File: config.mk
export PLATFORM = sky130hd
export DESIGN_NAME = irq_ack_sequencer_flat
export DESIGN_NICKNAME = d
export VERILOG_FILES = /design/src/rtl/irq_pkg.sv /design/src/rtl/irq_ack_sequencer_if.sv /design/src/rtl/irq_cycle_counter.sv /design/src/rtl/irq_ack_sequencer.sv /design/src/flat_wrapper.sv
export SDC_FILE = /design/constraint.sdc
export NUM_CORES = 1
export LEC_CHECK = 0
export CORE_AREA = 2 2 76 78
export CTS_BUF_LIST = sky130_fd_sc_hd__clkbuf_16
export DETAILED_ROUTE_END_ITERATION = 10
export DIE_AREA = 0 0 78 80
export PLACE_DENSITY = 0.59
export SYNTH_ARGS = -nofsm -noshare
export SYNTH_HDL_FRONTEND = slang
export SYNTH_SLANG_ARGS = --single-unit
export TNS_END_PERCENT = 30
File: constraint.sdc
create_clock -name clk -period 2.8 [get_ports clk]
set_input_delay 0.56 -clock clk [delete_from_list [all_inputs] [get_ports clk]]
set_output_delay 0.56 -clock clk [all_outputs]
set_load 0.02 [all_outputs]
File: src/rtl/irq_pkg.sv
// Shared types for the interrupt acknowledge sequencer: bus codes, FSM states, request record.
// Latency: none (declarations only); backpressure: n/a.
package irq_pkg;

  localparam int BUS_W  = 2;
  localparam int CHAN_W = 4;

  localparam logic [BUS_W-1:0]  BUS_A    = 2'd0;
  localparam logic [BUS_W-1:0]  BUS_B    = 2'd1;
  localparam logic [BUS_W-1:0]  BUS_C    = 2'd2;
  localparam logic [CHAN_W-1:0] CHAN_MAX = 4'd8;

  typedef enum logic [2:0] {
    ST_IDLE,
    ST_SETTLE,
    ST_REQ,
    ST_SERVICE,
    ST_CLEAR,
    ST_HOLDOFF
  } state_t;

  typedef struct packed {
    logic              flag;
    logic [BUS_W-1:0]  bus;
    logic [CHAN_W-1:0] chan;
  } req_t;

  function automatic req_t mk_req(input logic pa, input logic pb, input logic pc,
                                  input logic [CHAN_W-1:0] chan);
    req_t r;
    r.flag = pa | pb | pc;
    r.bus  = pa ? BUS_A : (pb ? BUS_B : (pc ? BUS_C : BUS_A));
    r.chan = chan;
    return r;
  endfunction

  function automatic logic [5:0] pack_vec(input logic [BUS_W-1:0] bus,
                                          input logic [CHAN_W-1:0] chan);
    return {bus, chan};
  endfunction

endpackage

File: src/rtl/irq_ack_sequencer_if.sv
// Encoder, CPU and pending-latch signals of the sequencer; master = sequencer side.
// Latency/backpressure: wiring only; ack/eoi from the CPU pace the handshake.
interface irq_ack_sequencer_if
  import irq_pkg::*;
#(
  parameter int VEC_W = 8
);
  logic              pa;
  logic              pb;
  logic              pc;
  logic [CHAN_W-1:0] chan;
  logic              irq;
  logic [VEC_W-1:0]  vector;
  logic              ack;
  logic              eoi;
  logic              in_service;
  logic              clr_valid;
  logic [BUS_W-1:0]  clr_bus;
  logic [CHAN_W-1:0] clr_chan;
  logic              timeout;
  logic              spurious;

  modport master (
    input  pa, pb, pc, chan, ack, eoi,
    output irq, vector, in_service, clr_valid, clr_bus, clr_chan, timeout, spurious
  );

  modport slave (
    output pa, pb, pc, chan, ack, eoi,
    input  irq, vector, in_service, clr_valid, clr_bus, clr_chan, timeout, spurious
  );
endinterface

File: src/rtl/irq_cycle_counter.sv
// Saturating up-counter with synchronous load; tc means one more increment reaches TERM.
// Latency: count updates one edge after load/en; backpressure: none.
module irq_cycle_counter #(
  parameter int W    = 8,
  parameter int TERM = 1
) (
  input  logic         clk,
  input  logic         rst_n,
  input  logic         load,
  input  logic         en,
  input  logic [W-1:0] load_val,
  output logic         tc
);
  logic [W-1:0] count;

  always_ff @(posedge clk or negedge rst_n) begin
    if (!rst_n) begin
      count <= '0;
    end else if (load) begin
      count <= load_val;
    end else if (en && (count != W'(TERM))) begin
      count <= count + 1'b1;
    end
  end

  assign tc = (count >= W'(TERM - 1));
endmodule

File: src/rtl/irq_ack_sequencer.sv
// Samples the priority encoder, debounces it, raises irq+vector and runs ack/eoi/clear.
// Latency: irq 1+SETTLE_CYC edges after a stable flag; no backpressure, CPU ack/eoi pace it.
module irq_ack_sequencer
  import irq_pkg::*;
#(
  parameter int SETTLE_CYC  = 2,
  parameter int ACK_TIMEOUT = 255,
  parameter int VEC_W       = 8,
  parameter int VEC_BASE    = 0
) (
  input logic                 clk,
  input logic                 rst_n,
  irq_ack_sequencer_if.master io
);
  localparam logic [VEC_W-1:0] VEC_HI = VEC_W'(VEC_BASE) << 6;

  state_t            state_q, state_d;
  req_t              smp_q, cap_q, cap_d;
  logic              ack_q, eoi_q;
  logic              irq_q, irq_d;
  logic [VEC_W-1:0]  vec_q, vec_d;
  logic              insvc_q, insvc_d;
  logic              clr_q, clr_d;
  logic [BUS_W-1:0]  clr_bus_q, clr_bus_d;
  logic [CHAN_W-1:0] clr_chan_q, clr_chan_d;
  logic              timeout_q, timeout_d;
  logic              spur_q, spur_d;
  logic              set_load, set_en, set_tc;
  logic              to_load, to_en, to_tc;
  logic              smp_valid, smp_bad, smp_same;

  // Every input, ack/eoi included, passes one register so the FSM sees them aligned.
  always_ff @(posedge clk or negedge rst_n) begin
    if (!rst_n) begin
      smp_q <= '0;
      ack_q <= 1'b0;
      eoi_q <= 1'b0;
    end else begin
      smp_q <= mk_req(io.pa, io.pb, io.pc, io.chan);
      ack_q <= io.ack;
      eoi_q <= io.eoi;
    end
  end

  assign smp_valid = smp_q.flag && (smp_q.chan <= CHAN_MAX);
  assign smp_bad   = smp_q.flag && (smp_q.chan > CHAN_MAX);
  assign smp_same  = (smp_q.bus == cap_q.bus) && (smp_q.chan == cap_q.chan);

  irq_cycle_counter #(.W(4), .TERM(SETTLE_CYC)) u_settle_cnt (
    .clk      (clk),
    .rst_n    (rst_n),
    .load     (set_load),
    .en       (set_en),
    .load_val (4'd1),
    .tc       (set_tc)
  );

  irq_cycle_counter #(.W(8), .TERM(ACK_TIMEOUT)) u_ack_cnt (
    .clk      (clk),
    .rst_n    (rst_n),
    .load     (to_load),
    .en       (to_en),
    .load_val (8'd0),
    .tc       (to_tc)
  );

  always_comb begin
    state_d    = state_q;
    cap_d      = cap_q;
    irq_d      = irq_q;
    vec_d      = vec_q;
    insvc_d    = insvc_q;
    clr_d      = 1'b0;
    clr_bus_d  = '0;
    clr_chan_d = '0;
    timeout_d  = 1'b0;
    spur_d     = 1'b0;
    set_load   = 1'b0;
    set_en     = 1'b0;
    to_load    = 1'b0;
    to_en      = 1'b0;
    case (state_q)
      ST_IDLE: begin
        if (smp_bad) begin
          spur_d = 1'b1;
        end else if (smp_valid) begin
          cap_d = smp_q;
          if (SETTLE_CYC == 1) begin
            state_d = ST_REQ;
            irq_d   = 1'b1;
            vec_d   = VEC_HI | VEC_W'(pack_vec(smp_q.bus, smp_q.chan));
            to_load = 1'b1;
          end else begin
            state_d  = ST_SETTLE;
            set_load = 1'b1;
          end
        end
      end
      ST_SETTLE: begin
        if (!smp_q.flag) begin
          state_d = ST_IDLE;
        end else if (smp_bad) begin
          spur_d  = 1'b1;
          state_d = ST_IDLE;
        end else if (!smp_same) begin
          cap_d    = smp_q;
          set_load = 1'b1;
        end else if (set_tc) begin
          state_d = ST_REQ;
          irq_d   = 1'b1;
          vec_d   = VEC_HI | VEC_W'(pack_vec(cap_q.bus, cap_q.chan));
          to_load = 1'b1;
        end else begin
          set_en = 1'b1;
        end
      end
      ST_REQ: begin
        // ack outranks both a dropped flag and an expiring timeout.
        if (ack_q) begin
          state_d = ST_SERVICE;
          irq_d   = 1'b0;
          insvc_d = 1'b1;
        end else if (!smp_q.flag) begin
          state_d = ST_IDLE;
          irq_d   = 1'b0;
        end else if (to_tc) begin
          state_d   = ST_IDLE;
          irq_d     = 1'b0;
          timeout_d = 1'b1;
        end else begin
          to_en = 1'b1;
        end
      end
      ST_SERVICE: begin
        if (eoi_q) begin
          state_d    = ST_CLEAR;
          insvc_d    = 1'b0;
          clr_d      = 1'b1;
          clr_bus_d  = vec_q[5:4];
          clr_chan_d = vec_q[3:0];
        end
      end
      ST_CLEAR:   state_d = ST_HOLDOFF;
      ST_HOLDOFF: state_d = ST_IDLE;
      default:    state_d = ST_IDLE;
    endcase
  end

  always_ff @(posedge clk or negedge rst_n) begin
    if (!rst_n) begin
      state_q    <= ST_IDLE;
      cap_q      <= '0;
      irq_q      <= 1'b0;
      vec_q      <= '0;
      insvc_q    <= 1'b0;
      clr_q      <= 1'b0;
      clr_bus_q  <= '0;
      clr_chan_q <= '0;
      timeout_q  <= 1'b0;
      spur_q     <= 1'b0;
    end else begin
      state_q    <= state_d;
      cap_q      <= cap_d;
      irq_q      <= irq_d;
      vec_q      <= vec_d;
      insvc_q    <= insvc_d;
      clr_q      <= clr_d;
      clr_bus_q  <= clr_bus_d;
      clr_chan_q <= clr_chan_d;
      timeout_q  <= timeout_d;
      spur_q     <= spur_d;
    end
  end

  assign io.irq        = irq_q;
  assign io.vector     = vec_q;
  assign io.in_service = insvc_q;
  assign io.clr_valid  = clr_q;
  assign io.clr_bus    = clr_bus_q;
  assign io.clr_chan   = clr_chan_q;
  assign io.timeout    = timeout_q;
  assign io.spurious   = spur_q;
endmodule

File: src/flat_wrapper.sv
// flat-port wrapper written by rule: the top's interface ports become plain ports
module irq_ack_sequencer_flat import irq_pkg::*;
#(
  parameter int SETTLE_CYC  = 2,
  parameter int ACK_TIMEOUT = 255,
  parameter int VEC_W       = 8,
  parameter int VEC_BASE    = 0
)
  (clk, rst_n, io_pa, io_pb, io_pc, io_chan, io_ack, io_eoi, io_irq, io_vector, io_in_service, io_clr_valid, io_clr_bus, io_clr_chan, io_timeout, io_spurious);
  irq_ack_sequencer_if #(.VEC_W(VEC_W)) io_i ();
  input logic clk;
  input logic rst_n;
  input wire logic [$bits(io_i.pa)-1:0] io_pa;
  input wire logic [$bits(io_i.pb)-1:0] io_pb;
  input wire logic [$bits(io_i.pc)-1:0] io_pc;
  input wire logic [$bits(io_i.chan)-1:0] io_chan;
  input wire logic [$bits(io_i.ack)-1:0] io_ack;
  input wire logic [$bits(io_i.eoi)-1:0] io_eoi;
  output wire logic [$bits(io_i.irq)-1:0] io_irq;
  output wire logic [$bits(io_i.vector)-1:0] io_vector;
  output wire logic [$bits(io_i.in_service)-1:0] io_in_service;
  output wire logic [$bits(io_i.clr_valid)-1:0] io_clr_valid;
  output wire logic [$bits(io_i.clr_bus)-1:0] io_clr_bus;
  output wire logic [$bits(io_i.clr_chan)-1:0] io_clr_chan;
  output wire logic [$bits(io_i.timeout)-1:0] io_timeout;
  output wire logic [$bits(io_i.spurious)-1:0] io_spurious;
  assign io_i.pa = io_pa;
  assign io_i.pb = io_pb;
  assign io_i.pc = io_pc;
  assign io_i.chan = io_chan;
  assign io_i.ack = io_ack;
  assign io_i.eoi = io_eoi;
  assign io_irq = io_i.irq;
  assign io_vector = io_i.vector;
  assign io_in_service = io_i.in_service;
  assign io_clr_valid = io_i.clr_valid;
  assign io_clr_bus = io_i.clr_bus;
  assign io_clr_chan = io_i.clr_chan;
  assign io_timeout = io_i.timeout;
  assign io_spurious = io_i.spurious;
  irq_ack_sequencer #(.SETTLE_CYC(SETTLE_CYC), .ACK_TIMEOUT(ACK_TIMEOUT), .VEC_W(VEC_W), .VEC_BASE(VEC_BASE)) u_core (.clk(clk), .rst_n(rst_n), .io(io_i));
endmodule
**Word-level counts from Yosys, hierarchy flattened**

Index checks and enable logic that the tools add are counted.

- Flip-flop bits (word level): 47
- Latch bits: 0
- RAM bits: 0
- Bits in read-only memories: 0
- Input bits: 11
- Memories: 0

- Add/sub/neg operators: 2
- Multiply operators: 0
- Div/mod/pow operators: 0
- Order comparisons: 4
- Eq/ne operators: 20
- Shift-type cells: 0
- Mux-type cells: 68
- Bitwise logic cells: 3
- Reduce and logical (&&, ||, !) cells: 16

Operators with widths:

| kind | count |
|---|---|
| $mux W1 | 36 |
| $mux W3 | 10 |
| $mux W6 | 5 |
| $reduce_and A6 Y1 | 3 |
| $mux W4 | 4 |
| $mux W8 | 2 |
| $pmux W3 S5 | 1 |
| $ne A2 B1 Y1 const B | 6 |
| $ne A4 B4 Y1 const B | 3 |
| $pmux W6 S2 | 1 |
| $mux W2 | 5 |
| $reduce_bool A2 Y1 | 5 |
| $add A8 B1 Y8 const B | 1 |
| $ge A8 B8 Y1 const B | 1 |
| $ne A8 B8 Y1 const B | 1 |
| $pmux W1 S2 | 4 |
| $eq A3 B2 Y1 const B | 2 |
| $ne A2 B2 Y1 const B | 3 |
| $logic_and A1 B1 Y1 | 5 |
| $reduce_and A5 Y1 | 1 |
| $add A4 B1 Y4 const B | 1 |
| $eq A4 B4 Y1 | 1 |
| $ge A4 B1 Y1 const B | 1 |
| $gt A4 B4 Y1 const B | 1 |
| other kinds (9) | 10 |

**Logic depth before layout (Yosys ltp)**

Gate-level depths: netlist (run 1).

- Depth in word-level cells: 9
- Mapped depth: 7
- Gate-level depth less buffers: 6

**Hierarchy**

A second synthesis (run 1) with hierarchy kept.

- Cells, all modules: 206
- Area, all modules: 2326.0 um^2

By module, submodules not included:

| module | times used | cells each | area each (um^2) | seq. area each (um^2) |
|---|---|---|---|---|
| irq_ack_sequencer | 1 | 112 | 1456.4 | 875.8 |
| irq_cycle_counter (u_core.u_ack_cnt) | 1 | 63 | 560.5 | 200.2 |
| irq_cycle_counter (u_core.u_settle_cnt) | 1 | 31 | 309.0 | 100.1 |

**Worst setup path after synthesis (run 1)**

Ideal clock, no wire load.

- Kind: register to register
- Start point: register u_core.u_settle_cnt.count[0]
- End point: register u_core.vec_q[5], in the netlist u_core.io.vector[5]
- Arrival: 1.828 ns
- Data required time: 2.673 ns
- Path slack: 0.845 ns
- Cell stages (with the launch flop): 8
- Buffers on the path: 1
- Cell sequence: dfrtp_1 > inv_1 > ha_1 > or4b_1 > nand3_1 > nor4_4 > buf_4 > mux2_1

- Cells in the longest elaborated chain, start to end: 2

RTL lines:

| what | line | text |
|---|---|---|
| start, declared | irq_cycle_counter.sv:14 | `logic [W-1:0] count;` |
| start signal, assigned | irq_cycle_counter.sv:20 | `count <= load_val;` |
| start signal, assigned | irq_cycle_counter.sv:22 | `count <= count + 1'b1;` |
| $ge A4 B1 Y1 | irq_cycle_counter.sv:26 | `assign tc = (count >= W'(TERM - 1));` |
| $reduce_and A5 Y1 (no source line) | n/a |  |
| end signal, assigned | irq_ack_sequencer.sv:165 | `vec_q <= vec_d;` |
| end, declared | irq_ack_sequencer.sv:21 | `logic [VEC_W-1:0] vec_q, vec_d;` |

No other way between the ends.
A chain may end at the register's enable or synchronous reset.

**Final worst setup path (run 1)**

- Start point: register u_core.u_settle_cnt.count[0]
- End point: register u_core.vec_q[0], in the netlist u_core.io.vector[0]

The elaborated chain is that of the path after synthesis.

==> results of run 1 <==
==> cells in the final DEF (no fill, tap or decap), drive strengths merged, types with 2 or more instances in the layout <==
| cell | instances |
|---|---|
| dfrtp | 47 |
| clkdlybuf4s50 | 26 |
| mux2 | 12 |
| nor2 | 9 |
| and2 | 8 |
| a21oi | 8 |
| xnor2 | 6 |
| ha | 6 |
| inv | 6 |
| nand3 | 5 |
| clkbuf | 5 |
| or3 | 4 |
| nor3 | 4 |
| nand2 | 4 |
| o31ai | 4 |
| o21ai | 4 |
| nor2b | 3 |
| and3 | 3 |
| or4 | 3 |
| or3b | 2 |
| or4b | 2 |
| o41ai | 2 |
| conb | 2 |
| clkinvlp | 2 |
| nand4 | 2 |
==> metal layers <==
metal,vias up,share of wire [%],global-route usage (%)
met1,676,44,17.5
met3,8,3.8,3.85
met5,-,0,0
met4,0,1.4,5.44
met2,30,51,23.0
li1,678,-,-
==> power by group through the flow <==
stage               logic (mW)  clock network, mW  registers (mW)
floorplan                0.258                  0           0.922
global placement         0.450                  0           0.895
detailed placement       0.460                  0           0.899
CTS                      0.462              0.602           0.885
global route             0.500              0.644           0.904
finish                   0.456              0.589           0.884
==> sequential cells by signal, summed over array words and instances (netlist names) <==
name and cells:
u_core.u_settle_cnt.count 4, u_core.io.clr_valid 1, u_core.io.in_service 1, u_core.io.vector 6, u_core.io.spurious 1, u_core.state_q 3
u_core.io.clr_chan 4, u_core.u_ack_cnt.count 8, u_core.smp_q 7, u_core.io.timeout 1, u_core.eoi_q 1, u_core.io.irq 1
u_core.io.clr_bus 2, u_core.ack_q 1, u_core.cap_q 6
==> area by class of cell <==
| cell class | count | share of cell area, % |
|---|---|---|
| Clock buffer | 5 | 4.90 |
| Tap cell | 72 | 3.53 |
| Multi-Input combinational cell | 114 | 33.5 |
| Inverter | 5 | 0.735 |
| Timing Repair Buffer | 27 | 10.4 |
| Clock inverter | 3 | 0.931 |
| Sequential cell | 47 | 46.1 |
==> path summary, 6_finish.rpt <==
| check | startpoint | slack [ps] | depth (start not counted) | endpoint |
|---|---|---|---|---|
| worst max-delay path | u_core.u_settle_cnt.count[0] | 480 | 6 | u_core.io.vector[0] |
| worst min-delay path | rst_n | 450 | 1 | u_core.u_ack_cnt.count[4] |
| worst max register to register | u_core.u_settle_cnt.count[0] | 480 | 6 | u_core.io.vector[0] |
| worst min register to register | u_core.u_settle_cnt.count[2] | 490 | 1 | u_core.u_settle_cnt.count[2] |
| max in group asynchronous | rst_n | 1740 | 1 | u_core.io.clr_chan[0] |
| min in group clk | u_core.u_settle_cnt.count[2] | 490 | 1 | u_core.u_settle_cnt.count[2] |
==> metrics by stage <==
stage                     hold slack, ps  instances  power, mW  setup slack [ps]  instance area, um2
after floorplan                      264        172       1.18               845                2090
after global placement               483        265       1.35               532                2400
after detailed placement             477        265       1.36               460                2400
after CTS                            493        273       1.95               460                2550
after global routing                 505        273       2.05               234                2550
final                                448        273       1.93               477                2550
==> cell families after synthesis <==
group	after synthesis
simple gates	57
flops	47
compound gates	30
mux	13
buf+inv	11
fa+ha+maj	6
xor+xnor	6
other cells	1
==> impl_metrics.csv, run 1 <==
group,metric,value,unit
power,netSwitchingPower,586,uW
die,die_y,80,um
cells_and_area,antenna_cells,0,
synthesis,yosysSeqAreaShare,56.3,%
setup_path,path_cells,"inv_1 > ha_1 > or4b_1 > nand3_1 > nor4_4 > mux2_2",
setup_path,arrival,2490,ps
min_path,hold_class,"in -> async",
synthesis,synthTopCellsByCount,"dfrtp_1 (47), mux2_2 (11), nor2_1 (9)",
timing,maxSlewHeadroom,33.2,%
synthesis,async_flop_share,100,%
die,core,0.00541,mm2
cells_and_area,fillers,516,
synthesis,synth-adder-area-share,3.59,%
place,place.gp.congestion,0.789,
timing,fin_skew,7.49,ps
die,rows,27,
timing,slew_viol_final,0,
power,power_leakage,1.10,nW
clock_network,cts.sinks,47,
power,seqPwrFrac,45.8,%
setup_path,slowest_delay,800,ps
synthesis,synthCells,171,
clock_network,cts_resized,0,
synthesis,postSynthAreaPerCell,12.2,um2
cells_and_area,final_core_utilization,47.2,%
synthesis,yosysTopAreaCellShare,56.3,%
timing,setup_tns,0,ps
synthesis,yosysMostFrequentCell,"dfrtp_1",
power,pwr-share-clk,30.5,%
synthesis,synth_flop_cell,"dfrtp_1",
drt,post_drt_via_cell_ratio,5.10,
die,start_util,38.6,%
clock_network,cts_inserted_buffers,5,
clock_network,post-cts-setup-buffers,0,
die,die-area,0.00624,mm2
power,intPower,1.34,mW
clock_network,clk_latency,290,ps
die,die_w,78,um
timing,setup_viol,0,
drt,finalWirelength,3830,um
synthesis,netlist_area,0.00209,mm2
synthesis,synth_top_family_by_area,"simple AND/OR/NAND/NOR gates",
setup_path,slowest_stage,"nor4_4",
synthesis,synth_edf_count,0,
clock_network,cts_buffer_depth,2,
clock_network,h-tree-depth,2,
setup_path,path_buf_inv,1,
synthesis,yosys.area_share.simple,17.4,%
power,irDropWorstVdd,356,uV
grt,antenna_found_initial,0,
drt,drt_iter0_markers,57,
place,portBuffers,27,
drt,drc,0,
drt,dr.pass1.iters,4,
synthesis,yosys_warnings,0,
synthesis,ys_top_cells_by_area,"dfrtp_1 (56%), mux2_2 (5.9%), ha_1 (3.6%)",
cells_and_area,area_growth,22.3,%
cells_and_area,multi_input_area,855,um2
clock_network,ctsHoldBuffers,0,
outcome,outcome,"complete, no violations",
setup_path,critPathKind,"reg -> reg",
grt,grt_first_pass_wirelength,6840,um
setup_path,crit_family,"simple AND/OR/NAND/NOR gates",
synthesis,synth_seq_cells,47,
timing,final_hold_viol_count,0,
timing,rsz0062_at_grt,"false",
power,swShare,30.4,%
grt,grt_max_degree,48,
die,io_pins,30,
clock_network,cts_tree,"yes",
clock_network,cts_root_buffer,"clkbuf_16",
job,maxCapViolations,0,
grt,overflow,0,
timing,worst_pin_slew,1000,ps
cells_and_area,drive_gt1_share,11.9,%
cells_and_area,nets,217,
setup_path,cp-end-kind,"flop",
drt,postRouteAntennaNets,0,
timing,fmax,0.430,GHz
drt,wl_per_cell,14.0,um
power,power_density,755,mW/mm2
synthesis,synth-compound-area-share,10.1,%
timing,fin_crit_sh,83.0,%
timing,post-route-min-period,2320,ps
place,place_hpwl,2820,um
synthesis,synth_xor_area_share,2.52,%
synthesis,yosysUniqueCellTypes,51,
cells_and_area,seqCellArea,0.00118,mm2
synthesis,synth.area.mux_share,6.95,%
drt,num_vias,1392,
setup_path,cp-start-kind,"flop",
grt,grt_pass1_vias,1445,
setup_path,worstPathRequired,2970,ps
grt,grt_usage,14.0,%
synthesis,synth.largest_area_cell,"dfrtp_1",
setup_path,worst-path-max-fanout,16,
power,power_frac_comb,23.6,%
clock_network,clkTransAtPathRegs,70,ps
(Power assumes the default switching activity.)
==> run 2: changes to the inputs <==
==> constraint.sdc (replaced) <==
create_clock -name clk -period 2.26 [get_ports clk]
set_input_delay 0.452 -clock clk [delete_from_list [all_inputs] [get_ports clk]]
set_output_delay 0.452 -clock clk [all_outputs]
set_load 0.02 [all_outputs]
==> run 2 against run 1 <==
Critical endpoint is now u_core.state_q[1]. Flip-flop and latch count unchanged. Clock skew down 4.6 ps. Global-route usage shrank 0.19 points. Critical path type unchanged. Critical path depth increased by 1. Design area up 1.2%. Non-clock buffer count is 3 higher. Via count rose by 0.93%. Final cell count rose by 1.1%.
==> impl_metrics.csv, run 2 (synthesized netlist as in run 1, its figures left out) <==
group,metric,value,unit
drt,wl_per_cell,14.1,um
grt,grt_pass1_vias,1375,
die,io_pins,30,
cells_and_area,final_cell_mix,"dfrtp_1 (47), clkdlybuf4s50_1 (26), mux2_2 (11)",
cells_and_area,largest_register_ffs,8,
timing,maxSlewHeadroom,56.5,%
drt,dr.pass1.iters,4,
clock_network,cts_tree,"yes",
grt,grt_usage,13.8,%
timing,slew_viol_final,0,
cells_and_area,area_growth,23.7,%
timing,setup_viol,0,
cells_and_area,drive_gt1_share,13.7,%
power,power_leakage,1.12,nW
die,die_w,78,um
clock_network,ctsHoldBuffers,0,
clock_network,clk_latency,280,ps
setup_path,arrival,2300,ps
die,rows,27,
setup_path,reg2reg_from,"u_core.u_settle_cnt.count[1]",
setup_path,worst-path-max-fanout,16,
cells_and_area,nets,220,
timing,fmax,0.465,GHz
setup_path,slowest_stage,"or4b_1",
grt,antenna_found_initial,0,
drt,post_drt_via_cell_ratio,5.09,
setup_path,worstPathRequired,2410,ps
timing,final_hold_viol_count,0,
setup_path,cp-end-kind,"flop",
grt,grt_first_pass_wirelength,6720,um
die,start_util,38.6,%
clock_network,cts.sinks,47,
job,maxCapViolations,0,
setup_path,critPathKind,"reg -> reg",
timing,post-route-min-period,2150,ps
setup_path,cp-start-kind,"flop",
power,irDropWorstVdd,404,uV
drt,drc,0,
cells_and_area,antenna_cells,0,
timing,worst_pin_slew,647,ps
setup_path,crit_path_start,"u_core.u_settle_cnt.count[1]",
clock_network,cts_buffer_depth,2,
timing,fin_crit_sh,95.1,%
drt,drt_iter0_markers,65,
setup_path,slowest_delay,520,ps
outcome,outcome,"complete, no violations",
timing,setup_tns,0,ps
setup_path,path_cells,"inv_1 > ha_1 > or4b_1 > nand3_2 > nor4_4 > buf_4 > or4_1",
place,place.gp.congestion,0.819,
min_path,hold_class,"in -> async",
drt,num_vias,1405,
drt,finalWirelength,3900,um
timing,fin_skew,2.90,ps
place,place_hpwl,2850,um
cells_and_area,top_register,"u_core.u_ack_cnt.count",
timing,rsz0062_at_grt,"false",
power,power_density,919,mW/mm2
place,portBuffers,27,
clock_network,clkTransAtPathRegs,60,ps
die,die-area,0.00624,mm2
clock_network,h-tree-depth,2,
power,power,2.37,mW
clock_network,cts_root_buffer,"clkbuf_16",
cells_and_area,largestRegisters,"u_core.u_ack_cnt.count x8, u_core.smp_q x7",
clock_network,cts_inserted_buffers,5,
grt,grt_max_degree,48,
cells_and_area,final_common_cell,"dfrtp_1",
grt,overflow,0,
die,die_y,80,um
die,core,0.00541,mm2
drt,postRouteAntennaNets,0,
[run 2: changes by cell type in the layout (fill, tap and decap cells not counted), sizes merged]
| cell | change |
|---|---|
| buf | +3 |
| inv | -1 |
| clkinv | +2 |
| clkinvlp | -1 |
[run 2: per-stage QoR]
step	worst slack (ps)	cell area, um2	hold WS (ps)	cells	util [%]
5_1_grt	12.5	2580	308	276	47.8
3_5_place_dp	68.1	2430	471	268	44.9
6_report	111	2580	250	276	47.8
2_1_floorplan	305	2090	156	172	-
4_1_cts	75.6	2570	280	276	47.6
3_3_place_gp	170	2430	467	268	44.9
[run 2: worst max-delay path: cells and delay by family (launching register included)]
family	cells	cell delay, ps
DFF	1	390
adders and majority gates	1	180
buffers and inverters	2	280
and+or+nand+nor	4	1170
[run 2: path summary, 6_finish.rpt]
check / end / slack (ps) / cells after the start
min in group clk: u_core.u_settle_cnt.count[3] / 480 / 1
setup / recovery: u_core.state_q[1] / 110 / 7
setup reg to reg: u_core.state_q[1] / 110 / 7
max in group asynchronous: u_core.u_settle_cnt.count[3] / 1600 / 2
hold reg to reg: u_core.u_settle_cnt.count[3] / 480 / 1
hold / removal: u_core.u_ack_cnt.count[3] / 250 / 2
[run 2: what timing repair did]
action | in CTS | in global routing
gates resized for setup | 0 | 2
endpoints found under the hold margin | 0 | 0
setup endpoints to repair | 0 | 3
setup buffers | 0 | 0
[run 2: where the power goes]
part	leakage (nW)	total [mW]	internal [mW]	switching, mW
clock	0.0674	0.711	0.407	0.304
combinational	0.440	0.569	0.286	0.283
sequential	0.612	1.09	0.967	0.127
[run 2: per-layer routing]
| layer | share of wire, % | wire length, um | global-route usage (%) | vias to the layer above |
|---|---|---|---|---|
| li1 | - | - | - | 685 |
| met1 | 44 | 1720 | 17.6 | 689 |
| met2 | 52 | 2010 | 23.2 | 27 |
| met3 | 3.3 | 128 | 2.71 | 4 |
| met4 | 0.87 | 34 | 5.26 | 0 |
| met5 | 0 | 0 | 0 | - |
[run 2: final cells by class]
cell class	instances	area, um2
repair buffers	30	288
well taps	72	90.1
multi-input cells	114	866
flip-flops and latches	47	1180
clock inverters	3	20.0
inverters	5	18.8
clock buffers	5	125
fillers	499	2820
==> run 3: changes to the inputs <==
--- a/config.mk
+++ b/config.mk
@@ -9,7 +9,8 @@
 export CTS_BUF_LIST = sky130_fd_sc_hd__clkbuf_16
 export DETAILED_ROUTE_END_ITERATION = 10
 export DIE_AREA = 0 0 78 80
-export PLACE_DENSITY = 0.59
+export DONT_BUFFER_PORTS = 1
+export PLACE_DENSITY = 0.52
 export SYNTH_ARGS = -nofsm -noshare
 export SYNTH_HDL_FRONTEND = slang
 export SYNTH_SLANG_ARGS = --single-unit
==> run 3 against run 2 <==
Critical path depth stayed put. First-iteration DRC count is 17% higher. Core utilization is 4.1 points lower. Global-route usage is 0.47 points lower. Non-clock buffer count is 23 lower. Routed wire length is 1.9% lower. Design area is 8.6% lower. Register-to-register slack worse by 70 ps. Combinational power is 36% lower. Final cell count is 8.3% lower. Clock power is 2% lower.
==> impl_metrics.csv, run 3 (synthesized netlist as in run 1, its figures left out) <==
group,metric,value,unit
die,rows,27,
timing,worst_pin_slew,668,ps
power,power_leakage,1.05,nW
power,seqPwrFrac,52.6,%
cells_and_area,final_cell_mix,"dfrtp_1 (47), mux2_2 (11), nor2_1 (9)",
grt,overflow,0,
clock_network,cts_tree,"yes",
timing,post-route-min-period,2220,ps
power,power_density,950,mW/mm2
setup_path,critPathKind,"reg -> reg",
power,swShare,30.8,%
die,die_w,78,um
cells_and_area,final_core_utilization,43.7,%
power,irDropWorstVdd,370,uV
timing,final_hold_viol_count,0,
setup_path,worstPathRequired,2410,ps
clock_network,cts_buffer_depth,2,
cells_and_area,largest_register_ffs,8,
setup_path,worst-path-max-fanout,8,
power,power_frac_comb,16.3,%
die,die-area,0.00624,mm2
cells_and_area,final_common_cell,"dfrtp_1",
clock_network,cts_root_buffer,"clkbuf_16",
timing,maxSlewHeadroom,55.1,%
timing,fmax,0.451,GHz
clock_network,h-tree-depth,2,
drt,finalWirelength,3820,um
place,place.gp.congestion,0.790,
die,start_util,38.6,%
place,post-place-ws,40.9,ps
min_path,hold_class,"in -> async",
grt,grt_first_pass_wirelength,6430,um
setup_path,cp-end-kind,"flop",
drt,num_vias,1336,
clock_network,clkTransAtPathRegs,60,ps
power,power,2.24,mW
setup_path,arrival,2370,ps
drt,drt_iter0_markers,76,
outcome,outcome,"complete, no violations",
grt,grt_usage,13.3,%
cells_and_area,drive_gt1_share,17.7,%
drt,wl_per_cell,15.1,um
place,place_hpwl,2820,um
cells_and_area,antenna_cells,0,
timing,setup_viol,0,
grt,grt_pass1_vias,1389,
clock_network,cts_inserted_buffers,5,
drt,post_drt_via_cell_ratio,5.28,
cells_and_area,largestRegisters,"u_core.u_ack_cnt.count x8, u_core.smp_q x7",
clock_network,clk_latency,280,ps
cells_and_area,nets,197,
clock_network,cts.sinks,47,
timing,fin_skew,4.67,ps
cells_and_area,top_register,"u_core.u_ack_cnt.count",
job,maxCapViolations,0,
die,core,0.00541,mm2
setup_path,cp-start-kind,"flop",
timing,rsz0062_at_grt,"true",
grt,grt_max_degree,48,
die,io_pins,30,
place,portBuffers,0,
power,intPower,1.55,mW
timing,setup_tns,0,ps
cells_and_area,area_growth,13.1,%
grt,antenna_found_initial,0,
timing,finalWorstSetupSlack,42.4,ps
drt,postRouteAntennaNets,0,
die,die_y,80,um
power,netSwitchingPower,691,uW
drt,dr.pass1.iters,4,
timing,fin_crit_sh,98.1,%
drt,drc,0,
timing,slew_viol_final,0,
power,pwr-share-clk,31.1,%
==> run 3: changes by cell type in the layout (fill, tap and decap cells not counted) <==
cell             previous run  this run
clkinv_4                    1         0
nor4b_1                     0         1
clkinv_1                    1         0
buf_16                      0         1
clkinv_2                    0         1
or4b_1                      2         1
buf_4                       3         6
buf_2                       1         0
nor4b_2                     1         0
inv_2                       0         1
clkdlybuf4s50_1            26         0
or4b_4                      0         1
==> run 3: per-stage QoR <==
stage,cells,hold WS (ps),area [um2]
2_1_floorplan,172,156,2090
3_3_place_gp,242,158,2170
3_5_place_dp,242,158,2170
4_1_cts,251,19.2,2340
5_1_grt,253,13.6,2360
6_report,253,9.12,2360
==> run 3: cell type report <==
type / instances / area (um2)
clock buffer: 5 / 125
clock inverter: 3 / 16.3
fill: 514 / 3040
inverter: 5 / 18.8
multi-input combinational: 114 / 863
sequential: 47 / 1180
tap: 72 / 90.1
timing repair buffer: 7 / 72.6
==> run 3: worst max-delay path: stages (launching register included) <==
cell,delay [ps]
dfrtp_1,430
ha_1,220
or4b_4,490
nand3_2,120
nor4_4,50
buf_4,170
buf_4,160
or4_1,450
==> run 3: power groups by stage <==
| stage | Clock [mW] | Combinational [mW] | Sequential, mW |
|---|---|---|---|
| 2_1_floorplan | 0 | 0.319 | 1.14 |
| 6_report | 0.697 | 0.366 | 1.18 |
| 5_1_grt | 0.758 | 0.409 | 1.21 |
| 4_1_cts | 0.720 | 0.365 | 1.19 |
| 3_3_place_gp | 0 | 0.331 | 1.20 |
| 3_5_place_dp | 0 | 0.340 | 1.20 |
==> run 3: metal layers <==
metal,global-route usage [%],wire length [um]
met5,0,0
met4,6.49,58
met3,3.39,166
met2,22.2,1960
met1,16.1,1630
==> run 3: path summary, 6_finish.rpt <==
check                                                   from  slack, ps  cells past startpoint                            to
max in group asynchronous                              rst_n       2040                      1  u_core.u_settle_cnt.count[0]
worst max register to register  u_core.u_settle_cnt.count[0]         40                      7             u_core.state_q[1]
worst min register to register  u_core.u_settle_cnt.count[3]        490                      1  u_core.u_settle_cnt.count[3]
min in group clk                                  io_chan[1]        190                      0               u_core.smp_q[1]
worst max-delay path            u_core.u_settle_cnt.count[0]         40                      7             u_core.state_q[1]
worst min-delay path                                   rst_n          9                      1             u_core.io.timeout
==> run 3: what timing repair did <==
| item | CTS | global route |
|---|---|---|
| setup endpoints to repair | 0 | 11 |
| hold endpoints to repair | 47 | 0 |
| resized for setup | 0 | 3 |
| setup buffers | 0 | 2 |
| hold buffers | 1 | 0 |
